$ cat src/rtl/fan_ctrl_pkg.sv
// fan_ctrl_pkg: speed level and FSM state encodings plus the hysteresis level mapping
// shared by the fan ramp sequencer.
package fan_ctrl_pkg;

    typedef enum logic [1:0] {
        LVL_LOW  = 2'b00,
        LVL_MED  = 2'b01,
        LVL_HIGH = 2'b10
    } lvl_t;

    typedef enum logic [1:0] {
        ST_IDLE,
        ST_KICK,
        ST_RAMP,
        ST_HOLD
    } state_t;

    // Rising thresholds apply directly; falling ones are lowered by hyst, floored at 0.
    function automatic lvl_t next_level(lvl_t cur, logic [7:0] t, logic [7:0] med,
                                        logic [7:0] high, logic [7:0] hyst);
        logic [7:0] med_f;
        logic [7:0] high_f;
        med_f  = (med > hyst) ? med - hyst : 8'd0;
        high_f = (high > hyst) ? high - hyst : 8'd0;
        return (cur == LVL_MED)  ? ((t > high) ? LVL_HIGH : (t < med_f) ? LVL_LOW : LVL_MED) :
               (cur == LVL_HIGH) ? ((t < med_f) ? LVL_LOW : (t <= high_f) ? LVL_MED : LVL_HIGH) :
                                   ((t > high) ? LVL_HIGH : (t >= med) ? LVL_MED : LVL_LOW);
    endfunction

endpackage

$ cat src/rtl/fan_pwm_gen.sv
// fan_pwm_gen: free-running PWM with a shadow duty register reloaded at the start
// of each 2^PWM_BITS-1 cycle period, so duty changes never glitch mid-period.
module fan_pwm_gen #(
    parameter int PWM_BITS = 8
) (
    input  logic                clk,
    input  logic                rst_n,
    input  logic [PWM_BITS-1:0] duty,
    output logic                pwm_out
);

    localparam logic [PWM_BITS-1:0] CNT_TOP = {{(PWM_BITS-1){1'b1}}, 1'b0};

    logic [PWM_BITS-1:0] cnt_q, cnt_d, shadow_q, shadow_d;
    logic                pwm_q, pwm_d;

    always_comb begin
        cnt_d    = (cnt_q == CNT_TOP) ? '0 : cnt_q + 1'b1;
        shadow_d = (cnt_q == '0) ? duty : shadow_q;
        pwm_d    = cnt_q < shadow_d;
    end

    always_ff @(posedge clk or negedge rst_n) begin
        if (!rst_n) begin
            cnt_q    <= '0;
            shadow_q <= '0;
            pwm_q    <= 1'b0;
        end else begin
            cnt_q    <= cnt_d;
            shadow_q <= shadow_d;
            pwm_q    <= pwm_d;
        end
    end

    assign pwm_out = pwm_q;

endmodule

$ cat src/rtl/fan_ramp_sequencer.sv
// fan_ramp_sequencer: temperature-to-level mapping with hysteresis, spin-up kick, rate-limited
// duty ramp and hold. Optional stall detection is enabled by defining FAN_STALL_DETECT_EN.
module fan_ramp_sequencer
    import fan_ctrl_pkg::*;
#(
    parameter int PWM_BITS      = 8,
    parameter int DUTY_LOW      = 64,
    parameter int DUTY_MED      = 160,
    parameter int DUTY_HIGH     = 255,
    parameter int T_MED         = 20,
    parameter int T_HIGH        = 40,
    parameter int HYST          = 2,
    parameter int RAMP_DIV      = 4,
    parameter int KICK_CYCLES   = 16,
    parameter int STALL_TIMEOUT = 1024
) (
    input  logic       clk,
    input  logic       rst_n,
    input  logic [7:0] temp_in,
    input  logic       temp_valid,
    input  logic       tach_pulse,
    output logic [1:0] fan_speed,
    output logic       pwm_out,
    output logic       busy,
    output logic       stall_err
);

    localparam int KW = $clog2(KICK_CYCLES + 1);
    localparam int DW = $clog2(RAMP_DIV + 1);
    localparam logic [PWM_BITS-1:0] D_MAX  = '1;
    localparam logic [PWM_BITS-1:0] D_LOW  = PWM_BITS'(DUTY_LOW);
    localparam logic [PWM_BITS-1:0] D_MED  = PWM_BITS'(DUTY_MED);
    localparam logic [PWM_BITS-1:0] D_HIGH = PWM_BITS'(DUTY_HIGH);

    state_t              state_q, state_d;
    lvl_t                level_q, level_d, speed_q, speed_d;
    logic [PWM_BITS-1:0] duty_q, duty_d, duty_tgt;
    logic [KW-1:0]       kick_q, kick_d;
    logic [DW-1:0]       div_q, div_d;
    logic                tick, lvl_chg;

`ifdef FAN_STALL_DETECT_EN
    localparam int SW = $clog2(STALL_TIMEOUT + 1);
    logic [SW-1:0] stall_q, stall_d;
    logic          err_q, err_d;
`else
    logic unused_tach;
    assign unused_tach = tach_pulse;
`endif

    always_comb begin
        level_d  = temp_valid ? next_level(level_q, temp_in, 8'(T_MED), 8'(T_HIGH), 8'(HYST)) : level_q;
        lvl_chg  = level_d != level_q;
        duty_tgt = (level_q == LVL_HIGH) ? D_HIGH : (level_q == LVL_MED) ? D_MED : D_LOW;
        tick     = div_q == DW'(RAMP_DIV - 1);
        state_d  = state_q;
        duty_d   = duty_q;
        kick_d   = kick_q;
        div_d    = div_q;
        speed_d  = speed_q;
`ifdef FAN_STALL_DETECT_EN
        stall_d  = stall_q;
        err_d    = err_q;
`endif
        case (state_q)
            ST_IDLE: begin
                if (temp_valid) begin
                    state_d = ST_KICK;
                    duty_d  = D_MAX;
                    kick_d  = '0;
                end
            end
            ST_KICK: begin
                if (kick_q == KW'(KICK_CYCLES - 1)) begin
                    state_d = ST_RAMP;
                    div_d   = '0;
                end else begin
                    kick_d = kick_q + 1'b1;
                end
            end
            ST_RAMP: begin
                div_d = tick ? '0 : div_q + 1'b1;
                if (tick && duty_q != duty_tgt)
                    duty_d = (duty_q < duty_tgt) ? duty_q + 1'b1 : duty_q - 1'b1;
                if (duty_q == duty_tgt && !lvl_chg) begin
                    state_d = ST_HOLD;
                    speed_d = level_q;
`ifdef FAN_STALL_DETECT_EN
                    stall_d = '0;
`endif
                end
            end
            ST_HOLD: begin
                if (duty_tgt != duty_q) begin
                    state_d = ST_RAMP;
                    div_d   = '0;
                end
`ifdef FAN_STALL_DETECT_EN
                else if (duty_q != '0) begin
                    if (tach_pulse) begin
                        stall_d = '0;
                    end else if (stall_q == SW'(STALL_TIMEOUT - 1)) begin
                        err_d   = 1'b1;
                        state_d = ST_KICK;
                        duty_d  = D_MAX;
                        kick_d  = '0;
                    end else begin
                        stall_d = stall_q + 1'b1;
                    end
                end
`endif
            end
        endcase
    end

    always_ff @(posedge clk or negedge rst_n) begin
        if (!rst_n) begin
            state_q <= ST_IDLE;
            level_q <= LVL_LOW;
            speed_q <= LVL_LOW;
            duty_q  <= '0;
            kick_q  <= '0;
            div_q   <= '0;
        end else begin
            state_q <= state_d;
            level_q <= level_d;
            speed_q <= speed_d;
            duty_q  <= duty_d;
            kick_q  <= kick_d;
            div_q   <= div_d;
        end
    end

`ifdef FAN_STALL_DETECT_EN
    always_ff @(posedge clk or negedge rst_n) begin
        if (!rst_n) begin
            stall_q <= '0;
            err_q   <= 1'b0;
        end else begin
            stall_q <= stall_d;
            err_q   <= err_d;
        end
    end
    assign stall_err = err_q;
`else
    assign stall_err = 1'b0;
`endif

    fan_pwm_gen #(.PWM_BITS(PWM_BITS)) u_pwm (
        .clk    (clk),
        .rst_n  (rst_n),
        .duty   (duty_q),
        .pwm_out(pwm_out)
    );

    assign fan_speed = speed_q;
    assign busy      = (state_q == ST_KICK) || (state_q == ST_RAMP);

endmodule
$ cat config.mk
export PLATFORM = sky130hd
export DESIGN_NAME = fan_ramp_sequencer
export DESIGN_NICKNAME = d
export VERILOG_FILES = /design/src/rtl/fan_ctrl_pkg.sv /design/src/rtl/fan_pwm_gen.sv /design/src/rtl/fan_ramp_sequencer.sv
export SDC_FILE = /design/constraint.sdc
export NUM_CORES = 1
export LEC_CHECK = 0
export CAP_MARGIN = 10
export CORE_UTILIZATION = 43
export DETAILED_ROUTE_END_ITERATION = 12
export DONT_BUFFER_PORTS = 1
export SETUP_SLACK_MARGIN = 0.15
export SLEW_MARGIN = 10
export SYNTH_ARGS = -nofsm -noshare
export SYNTH_HDL_FRONTEND = slang
export SYNTH_SLANG_ARGS = --single-unit
$ cat constraint.sdc
create_clock -name clk -period 3.5 [get_ports clk]
set_input_delay 1.05 -clock clk [delete_from_list [all_inputs] [get_ports clk]]
set_output_delay 1.05 -clock clk [all_outputs]
set_load 0.05 [all_outputs]
==> impl_results.md <==
- Final hold vios: 0
- CTS H-tree lvls: 2
- Crit start category: flip-flop
- Via-per-instance ratio: around 5.6
- Overflow after GRT: 0
- Initial antenna violation count: 0
- Met3 wire len: 122 µm
- XOR/XNOR Fraction of Synth Area: 4.16%
- Number of synthesized flops with an enable pin: 0
- CP required: 3.69 ns
- I/O Pins: 17
- Max Fanout on Critical Path: 6
- Worst-Skew Late Latency: 0.30 ns
- Relative slew slack: 24.7%
- Dpl hpwl: 3.74 mm
- Cell count after synthesis: approximately 290
- Adder-Cell Fraction of Synth Area: 16.7%
- Commonest non-fill, non-tap cells in the layout: 39 x dfrtp_1, 30 x nor2_1, 27 x ha_1, 21 x inv_1, 16 x nand2_1
- GPL Wtd Cong: about 0.76
- Routed len/inst: between 10 and 15 µm
- Highest Clock Rate: ~0.31 GHz
- Area Growth Syn to Fin: 13.9%
- Simple-gate share of the synthesized area: 17.6%
- Pwr per Cell Area: approximately 840 nW/µm²
- First-pass GRT wire length: 9.27 mm
- CTS Buffer Depth: 2
- Row cnt: 28
- Fill count: 577
- Largest family of logic cells by synthesized area: simple AND/OR/NAND/NOR gates
- FF-to-FF path depth: 13
- Die height: around 82 µm
- Multiplexer area fraction after synthesis: roughly 5.3%
- Outcome: completed
- Worst ir drop on vdd: 0.652 mV
- Final ANT Viol Nets: 0
- Synth Flop Type: dfrtp_1
- Die Width: 81.8 µm
- Design Area, Final: 3120 µm²
- Critical path class: reg2reg
- Share of cells above drive strength 1: 14.1%
- Largest net degree at the start of global routing: 40
- Inserted Clock Buffers: 5
- Number of max-cap violations: 0
- Largest stage delay, worst path: around 0.53 ns
- Final setup violation count: 0
- CTS root buf: clkbuf_8
- DRC viols: 0
- Number of port buffers: 0
- # nets final: about 350
- Vias: 2119
- Max Used Layer: met4
- Synth Area in Compound Gates: between 10% and 20%
- TritonRoute pass-1 iters: 4
- Worst R2R Start: level_q[1]$_DFF_PN0_
- R2r setup slk: ~0.3 ns
- Via count of the first global-routing pass: 2019
- ANT cells: 0
- Final Max Tran Viols: 0
- Setup total negative slack: 0 ns
- Placed cell areas: 2840 µm²
- CP Buf/Inv Count: 1
- Synthesized area per cell: between 9 and 10 µm²
- Critical path's top delay family: compound AO/OA/AOI/OAI gates
- GRT Util Overall: between 10% and 20%
- Met2 wire length: 2.52 mm
- Leak pwr: 1.39 nW
- Clock skew: 0.00204 ns
- Worst path slowest cell: a221o_2
- Netlist cell types: 52
- HP Class: in2async
- Core ar.: 6030 µm²
- TritonCTS Sinks: 39
- Synth warnings: 0
- Worst-path cell chain: ha_4, inv_2, ha_1, nand3_2, o211ai_1, a221o_2, ha_4, a21oi_2, o211ai_1, o41ai_2, xor2_1, nand3b_1, o221a_2
- WL met1: 2.66 mm
- Clock-pin slew on the worst setup and hold paths: 0.08 ns
- Fraction of registers with async set/reset: 100%
- Fin crit share: 91.6%
- Syn nets: 342
- Netlist Area Pre-Place: 2740 µm²
- Register area share after synthesis: a little over a third
- Crit. End Element: flip-flop
- Full die area: between 6000 and 7000 µm²
- Crit path DAT: 3.40 ns
- Initial Util: 45.4%
- RSZ-0062 raised after global routing: false
- Synthesized flop and latch total: 39
- Initial DRC count: 92
- Routed WL: 5.39 mm
- Tmin final: 3.21 ns
- FF-to-FF End: duty_q[7]$_DFFE_PN0P_
- TritonCTS clock tree: yes
- Most common cell after layout, fill and taps aside: dfrtp_1
- Slew @ Worst Pin: approximately 1.1 ns
-- how the worst max path moves through the flow --
stage / to / depth (start not counted) / slack, ns / start
floorplan: duty_q[7]$_DFFE_PN0P_ / 14 / 0.26 / level_q[0]$_DFF_PN0_
global placement: duty_q[7]$_DFFE_PN0P_ / 14 / 0.09 / level_q[0]$_DFF_PN0_
detailed placement: duty_q[7]$_DFFE_PN0P_ / 14 / -0.01 / level_q[0]$_DFF_PN0_
CTS: duty_q[7]$_DFFE_PN0P_ / 14 / 0.15 / level_q[0]$_DFF_PN0_
global route: duty_q[7]$_DFFE_PN0P_ / 13 / 0.14 / level_q[1]$_DFF_PN0_
finish: duty_q[7]$_DFFE_PN0P_ / 13 / 0.29 / level_q[1]$_DFF_PN0_
-- where the power goes --
group | switching (mW) | total [mW] | leakage, nW | internal, mW
Clock | 0.170 | 0.401 | 0.0612 | 0.231
Sequential | 0.131 | 0.673 | 0.442 | 0.542
Combinational | 0.809 | 1.54 | 0.884 | 0.727
Total | 1.11 | 2.61 | 1.39 | 1.50
-- cells in the mapped netlist, drive strengths merged (3+ instances only) --
cell type  count  area (µm²)
dfrtp         39         976
ha            35         438
nor2          30         113
inv           23        86.3
nand2         16        60.1
a21oi         15        75.1
nand3         14        70.1
o21ai         14        70.1
mux2i         10         100
nor3           9        45.0
xor2           7        61.3
a31oi          6        37.5
xnor2          6        52.6
a21o           5        37.5
nor2b          5        31.3
a211oi         4        30.0
clkbuf         4        15.0
mux2           4        45.0
nor4           4        25.0
o211ai         4        30.0
a22oi          3        22.5
-- repair_timing --
action,4_1_cts,5_1_grt
cloned,0,0
hold endpoints to repair,0,0
hold buffers,0,0
resized for setup,4,16
pin swaps,4,5
buffers inserted,2,2
setup endpoints to repair,2,2
-- worst reg2reg max path, stage by stage (launching register included) --
cell and delay (ns):
dfrtp_1 0.45, ha_4 0.20, inv_2 0.11, ha_1 0.26
nand3_2 0.10, o211ai_1 0.12, a221o_2 0.53, ha_4 0.26
a21oi_2 0.16, o211ai_1 0.16, o41ai_2 0.28, xor2_1 0.25
nand3b_1 0.10, o221a_2 0.14
-- flip-flops by register name, indices dropped and copies added (netlist names) --
signal          flops
div_q               3
duty_q              8
fan_speed           2
kick_q              5
level_q             2
state_q             2
u_pwm.cnt_q         8
u_pwm.pwm_out       1
u_pwm.shadow_q      8
-- through the flow --
step / worst slack (ns) / total power [mW] / utilization, % / hold WS, ns / cells
global placement: 0.0924 / 1.92 / 47.1 / 0.473 / 368
detailed placement: -0.0121 / 1.95 / 47.1 / 0.475 / 368
floorplan: 0.263 / 1.68 / - / 0.454 / 294
CTS: 0.150 / 2.40 / 49.5 / 0.428 / 378
finish: 0.294 / 2.61 / 51.8 / 0.438 / 380
global route: 0.138 / 2.84 / 51.8 / 0.414 / 380
-- layout make-up --
type,count,area (µm²),area share [%]
multi-input cells,227,1790,57.2
clock inverters,2,35.0,1.12
clock buffers,6,82.6,2.65
inverters,23,86.3,2.77
well taps,75,93.8,3.01
flip-flops and latches,39,976,31.3
repair buffers,8,60.1,1.93
-- layer usage --
metal	vias to the layer above	GRT usage (%)
met5	-	0
met4	0	7.02
met3	8	3.78
met2	20	29.8
met1	1005	23.6
li1	1086	-
-- cell families after synthesis --
group                    after synthesis
AO/OA/AOI/OAI                         68
XOR/XNOR                              13
adder cells (fa/ha/maj)               36
buffers and inverters                 28
flip-flops                            39
multiplexers                          14
other                                  1
AND/OR/NAND/NOR                       95
(Power assumes the default switching activity.)
